**src/rtl/fifo_write_arbiter.sv**
```systemverilog
// fifo_write_arbiter: round-robin arbiter sharing one FIFO write port among
// pChNum producer channels, granting bursts of up to pBurstLen words.
//
// Build option: define FIFO_ARB_BURST_EN to honour pBurstLen; when it is not
// defined every grant is a single word and the burst counter is not built.
//
// Ports:
//   iCLK    FIFO write clock
//   iRST    synchronous active-high reset
//   iChWd   channel write data, channel k at [k*pFifoBitWidth +: pFifoBitWidth]
//   iChReq  channel k holds a valid word
//   oChAck  one-hot pulse, channel word consumed this cycle
//   oWd     FIFO write data
//   oWe     FIFO write enable (combinational from iFull/iChReq/iRST)
//   iFull   FIFO full flag
//   oGrant  index of the granted channel
//   oBusy   a burst is in progress
module fifo_write_arbiter #(
  parameter int unsigned pChNum        = 4,
  parameter int unsigned pFifoBitWidth = 8,
  parameter int unsigned pBurstLen     = 4
) (
  input  logic                              iCLK,
  input  logic                              iRST,
  input  logic [pChNum*pFifoBitWidth-1:0]   iChWd,
  input  logic [pChNum-1:0]                 iChReq,
  output logic [pChNum-1:0]                 oChAck,
  output logic [pFifoBitWidth-1:0]          oWd,
  output logic                              oWe,
  input  logic                              iFull,
  output logic [$clog2(pChNum)-1:0]         oGrant,
  output logic                              oBusy
);

  localparam int unsigned IW = $clog2(pChNum);

`ifdef FIFO_ARB_BURST_EN
  localparam int unsigned BURST_LEN = pBurstLen;
  localparam int unsigned CW        = $clog2(pBurstLen + 1);
`else
  // pBurstLen is ignored: every grant is exactly one word
  localparam int unsigned BURST_LEN = (pBurstLen >= 1) ? 1 : 1;
`endif

  typedef enum logic {
    IDLE  = 1'b0,
    BURST = 1'b1
  } state_t;

  state_t                    state, state_n;
  logic [IW-1:0]             sel, sel_n;
  logic [IW-1:0]             last, last_n;
  logic [pFifoBitWidth-1:0]  ch_wd [pChNum];
  logic                      rr_hit;
  logic [IW-1:0]             rr_idx;
  int                        cand;
  logic                      wr_en;

`ifdef FIFO_ARB_BURST_EN
  logic [CW-1:0]             cnt, cnt_n, cnt_inc;
  assign cnt_inc = cnt + CW'(1);
`endif

  // Unpack flat channel data bus
  always_comb begin
    for (int k = 0; k < int'(pChNum); k++) begin
      ch_wd[k] = iChWd[k*pFifoBitWidth +: pFifoBitWidth];
    end
  end

  // Round-robin search starting one past the last winner, explicit modulo wrap
  always_comb begin
    rr_hit = 1'b0;
    rr_idx = '0;
    cand   = 0;
    for (int i = 1; i <= int'(pChNum); i++) begin
      cand = (int'(last) + i) % int'(pChNum);
      if (!rr_hit && iChReq[IW'(cand)]) begin
        rr_hit = 1'b1;
        rr_idx = IW'(cand);
      end
    end
  end

  // Write is gated by full and reset in the same cycle
  assign wr_en  = (state == BURST) && iChReq[sel] && !iFull && !iRST;
  assign oWe    = wr_en;
  assign oWd    = ch_wd[sel];
  assign oGrant = sel;
  assign oBusy  = (state == BURST);

  always_comb begin
    oChAck      = '0;
    oChAck[sel] = wr_en;
  end

  // Next-state logic
  always_comb begin
    state_n = state;
    sel_n   = sel;
    last_n  = last;
`ifdef FIFO_ARB_BURST_EN
    cnt_n   = cnt;
`endif
    case (state)
      IDLE: begin
        if (rr_hit) begin
          sel_n   = rr_idx;
          last_n  = rr_idx;
          state_n = BURST;
`ifdef FIFO_ARB_BURST_EN
          cnt_n   = '0;
`endif
        end
      end
      BURST: begin
        // A dropped request releases the grant; full simply holds everything
        if (!iChReq[sel]) begin
          state_n = IDLE;
        end else if (wr_en) begin
`ifdef FIFO_ARB_BURST_EN
          cnt_n = cnt_inc;
          if (cnt_inc == CW'(BURST_LEN)) state_n = IDLE;
`else
          if (BURST_LEN == 1) state_n = IDLE;
`endif
        end
      end
      default: state_n = IDLE;
    endcase
  end

  // State register; reset gives channel 0 top priority
  always_ff @(posedge iCLK) begin
    if (iRST) begin
      state <= IDLE;
      sel   <= '0;
      last  <= IW'(pChNum - 1);
`ifdef FIFO_ARB_BURST_EN
      cnt   <= '0;
`endif
    end else begin
      state <= state_n;
      sel   <= sel_n;
      last  <= last_n;
`ifdef FIFO_ARB_BURST_EN
      cnt   <= cnt_n;
`endif
    end
  end

endmodule

```
**config.mk**
```make
export PLATFORM = sky130hd
export DESIGN_NAME = fifo_write_arbiter
export DESIGN_NICKNAME = d
export VERILOG_FILES = /design/src/rtl/fifo_write_arbiter.sv
export SDC_FILE = /design/constraint.sdc
export NUM_CORES = 1
export LEC_CHECK = 0
export BUFFER_PORTS_ARGS = -buffer_cell sky130_fd_sc_hd__buf_2
export CAP_MARGIN = 25
export CORE_MARGIN = 5
export CORE_UTILIZATION = 35
export DETAILED_ROUTE_END_ITERATION = 10
export PLACE_DENSITY = 0.89
export SLEW_MARGIN = 40
export SYNTH_ARGS = -nofsm -noshare
export SYNTH_HDL_FRONTEND = slang
export SYNTH_SLANG_ARGS = --single-unit
```
**constraint.sdc**
```tcl
create_clock -name iCLK -period 1.3 [get_ports iCLK]
set_input_delay 0.195 -clock iCLK [delete_from_list [all_inputs] [get_ports iCLK]]
set_output_delay 0.195 -clock iCLK [all_outputs]
set_load 0.01 [all_outputs]
```
; ---- Word level (Yosys, flattened, before mapping)
; Cells that the tools add are included.
[totals]
reg_bits = 5
output_inout_bits = 16
wordCells = 61
[classes]
add_sub_neg = 4
order_cmp = 7
n_mux = 31
n_bitwise = 3
n_reduce_logical = 13
[ops]
columns = operator, count
row1 = 2-to-1 mux 1 bit, 17
row2 = binary-select mux 8 bit (select 2 bit), 1
row3 = "less-than comparator 2 x 4 -> 1 bit, second input constant", 4
row4 = 2-to-1 mux 8 bit, 2
row5 = binary-select mux 1 bit (select 2 bit), 5
row6 = 2-to-1 mux 2 bit, 4
row7 = logical AND 1 bit, 7
row8 = logical NOT 1 bit, 5
row9 = "adder 2 x 1 -> 2 bit, second input constant", 2
row10 = "adder 2 bit, second input constant", 2
row11 = bitwise AND 4 bit, 1
row12 = "greater-or-equal comparator 3 bit, second input constant", 1
row13 = "less-than comparator 2 x 3 -> 1 bit, second input constant", 1
row14 = inverter 2 -> 3 bit, 1
row15 = demux 1 bit (select 2 bit), 1
row16 = "greater-or-equal comparator 2 x 1 -> 1 bit, second input constant", 1
row17 = one-hot mux 1 bit (2 select lines), 1
row18 = AND reduction 2 bit, 1
row19 = inverter 1 bit, 1

; ---- Logic depth before layout (Yosys ltp)
[depth]
ltp_word = 16
mapped_depth = 5
ltp_nobuf = 4

; ---- Least setup slack after synthesis
; No wires, ideal clock.
[synth_path]
path_type = register -> output
start = reg sel[0] (netlist: oGrant[0])
end = out oWd[0]
t_arrival_ns = 1.167
setup_slack_ns = -0.062
path_stages_with_launch = 4
n_path_buf = 2
cell_sequence = dfxtp_1 > buf_6 > buf_12 > mux4_2
[synth_between]
elab_chain_cells = 4
[synth_rtl]
columns = element, line_no
row1 = start: declaration, 51  ; logic [IW-1:0] sel, sel_n;
row2 = start signal: assignment, 144  ; sel <= sel_n;
row3 = inverter 2 -> 3 bit (implied by the code), 88  ; assign oWd = ch_wd[sel];
row4 = binary-select mux 8 bit (select 2 bit), 88
row5 = 2-to-1 mux 8 bit (implied by the code) (2 in series), 88
row6 = end: declaration, 28  ; output logic [pFifoBitWidth-1:0] oWd,
; Every way passes these cells. The select of a mux whose other input is x is not followed.

; ---- Final worst setup path
[layout_path]
start = reg sel[0] (netlist: oGrant[0])
end = out oChAck[0]
[layout_between]
elab_chain_cells = 6
word_cells_on_any_way = 11
cone_classes = 2 x order compare / 4 x mux / 1 x bitwise / 4 x reduce/logical
[layout_rtl]
columns = element, line_no
row1 = "parallel branches: the longest is 5 deep, another holds less-than comparator 2 x 3 -> 1 bit", --
row2 = bitwise AND 4 bit (no source line) *, --
row3 = end: declaration, 27  ; output logic [pChNum-1:0] oChAck,
; Mark *: on every way between the ends. The select of a mux whose other input is x is not followed.

==> summary.txt <==
Routing
  – Top sig layer: met4
  – Vias per inst: around 5.1
  – Metal3 WL: ~220 um
  – Routed len/inst: between 10 and 15 um
  – Total wire length: 1.82 mm
  – Vias after detailed routing: 684
  – Metal2 WL: 994 um
  – Met1 WL: roughly 600 um
  – Number of iterations in the first detailed-routing pass: 4
  – Routed Antenna Nets: 0
  – DRT iter0 DRCs: 10
  – DRC: 0

Yosys
  – Share of the yosys chip area belonging to registers: between 10% and 20%
  – #FFs+latches synth: 5
  – Synth top area share: between 20% and 30%
  – Synth Warn #: 0
  – Most frequent cell after synthesis: nor2_1
  – Commonest cells post-synth: 9 x nor2_1, 6 x mux4_2, 5 x dfxtp_1
  – Syn nets: 93
  – Syn Area/Cell: between 10 and 15 um2
  – Async S/R FF share, synth: 0%
  – Leading area contributor after synthesis: mux4_2
  – Top post-synthesis cells by area: mux4_2 24%, dfxtp_1 18%, mux4_1 9.3%
  – Synth unique cells: 26
  – Syn Std Cell Area: around 570 um2
  – EDFF count, synth: 0
  – Synth Flop Type: dfxtp_1
  – Post-Syn Instances: 54

Setup path
  – Critical Path Sink Type: output pin
  – CP arrival: around 1.4 ns
  – Crit start category: register
  – Critical path class: reg2out
  – CP Data Required Time: 1.11 ns
  – Crit-path max FO: 6

Cells and area
  – Area Overhead vs Synth: 70.3%
  – Antenna cells: 0
  – End-of-flow core utilization: between 60 and 70%
  – Final net count: around 160
  – Fraction of layout cells with a size suffix above 1: 69.7%

STA
  – Setup-failing EPs final: 14
  – Final worst setup slack: -0.275 ns
  – Final hold vios: 0
  – Min Hold Slack: around 0.22 ns
  – Tightest Pin Transition: between 0.3 and 0.4 ns
  – Max_slew headroom: between 70% and 80%
  – Pins over their slew limit: 0
  – Unrepaired setup endpoints after global routing: yes
  – Min Tclk post-route: approximately 1.6 ns
  – Fin crit share: 121%
  – FMAX: between 600 and 700 MHz
  – Setup TNS: -3.26 ns
  – Layout Skew: between 0.0015 and 0.002 ns

Clock network
  – Clock Pin Slew Worst Setup and Hold Paths: 0.04 ns
  – H-tree depth: 1
  – Clock Latency Late Sink: between 0.2 and 0.25 ns
  – Inserted Clock Buffers: 3
  – TritonCTS clock tree: built
  – CTS Buffer Depth: 2
  – Num Clock Sinks: 5
  – CTS Root Cell: clkbuf_4
  – CTS Hold Bufs: 0

Placement
  – Post-DP HPWL: roughly 1.5 mm
  – Pre-CTS setup slack: -0.176 ns
  – Port buffer count: 54
  – Final GP Congestion: roughly 0.76

Floorplanning
  – Placeable Area: between 1500 and 2000 um2
  – Die Wd: approximately 50 um
  – Num rows: 14
  – IO Count: 55
  – Initial core utilization: roughly 37%
  – Die Ht: approximately 50 um
  – Die footprint: about 2500 um2

Pwr
  – Net switching power: approximately 0.25 mW
  – LEAKAGE: about 0.49 nW
  – P per Cell Area: 814 nW/um2
  – Internal power: around 0.54 mW
  – Flop pwr share: about 25%
  – Total power: between 0.7 and 0.8 mW
  – Sw frac: between 30% and 40%
  – Logic gate share of total power: 52.8%
  – Clock share of power: 21.9%
  – Worst IR Drop VDD: between 0.7 and 0.8 mV

Run
  – Reported max-cap violation count: 0

Run status
  – Violated checks: negative setup slack
  – Outcome: finished, violations left

Global route
  – Pin count of the biggest net entering global routing: 9
  – Gr ovfl total: 0
  – Vias in the first global route: around 660
  – Initial antenna violation count: 0
  – Global Route Usage Sum: between 10% and 20%
  – Global-route wire length before repair: ~2.8 mm

Min path
  – Hold crit path type: in2reg
## worst paths after layout
path | start | to | slack (ns) | cells after the start
hold reg to reg | last[0] | oGrant[0] | 0.51 | 2
setup / recovery | oGrant[0] | oChAck[0] | -0.28 | 5
hold / removal | iRST | oGrant[0] | 0.22 | 2
setup reg to reg | oGrant[0] | oBusy | -0.07 | 6
## cell families (layout without fill, tap and decap cells)
kind of cell / count (synthesis) / in the layout / synth area share (%)
DFF: 5 / 5 / 17.6
AOI/OAI and AO/OA: 12 / 12 / 13.9
muxes: 11 / 11 / 40.1
buffers and inverters: 4 / 69 / 7.05
and+or+nand+nor: 22 / 22 / 21.4
## flip-flops by register name, summed over array words and instances (netlist names)
signal	flops
oGrant	2
last	2
oBusy	1
## critical path: stages (launching register included)
cell and delay (ns):
dfxtp_4 0.36, buf_6 0.14, mux2_4 0.21, nand3b_4 0.10
nor4_1 0.17, buf_2 0.17
## metal layers
| layer | global-route usage [%] | vias to the layer above |
|---|---|---|
| met5 | 0 | - |
| met4 | 3.93 | 0 |
| met1 | 13.1 | 309 |
| met2 | 25.3 | 34 |
| li1 | - | 339 |
| met3 | 6.80 | 2 |
## per-stage QoR
step | cell area (um2) | cells
finish | 967 | 135
global route | 967 | 135
CTS | 940 | 134
detailed placement | 846 | 124
global placement | 846 | 124
floorplan | 569 | 54
## cell usage in the layout (no fill, tap or decap), types with 2 or more instances in the layout
cell type / synthesis / layout
mux4_2: 6 / 8
buf_2: 1 / 53
nand2b_1: 2 / 2
buf_4: 0 / 7
clkbuf_4: 0 / 3
a21oi_1: 3 / 3
dfxtp_1: 5 / 4
nor2_1: 9 / 9
buf_6: 1 / 3
nor2b_1: 2 / 2
nand2_1: 4 / 4
mux2_4: 2 / 2
o21ai_0: 2 / 2
a21boi_2: 0 / 2
## power groups by stage
stage	sequential [mW]	clock [mW]	combinational [mW]
2_1_floorplan	0.198	0	0.231
3_3_place_gp	0.214	0	0.323
3_5_place_dp	0.216	0	0.332
4_1_cts	0.200	0.178	0.400
5_1_grt	0.203	0.197	0.447
6_report	0.199	0.172	0.415
## repair_timing
item	4_1_cts	5_1_grt
buffers inserted	6	2
endpoints found under the setup margin	14	14
pin swaps	3	1
resized for setup	6	6
## final cells by class
type	count	area, um2
repair buffers	64	372
clock buffers	4	26.3
inverters	1	3.75
flip-flops and latches	5	104
fillers	137	557
multi-input cells	45	442
well taps	16	20.0
No activity file was read; power rests on OpenSTA's default activity.
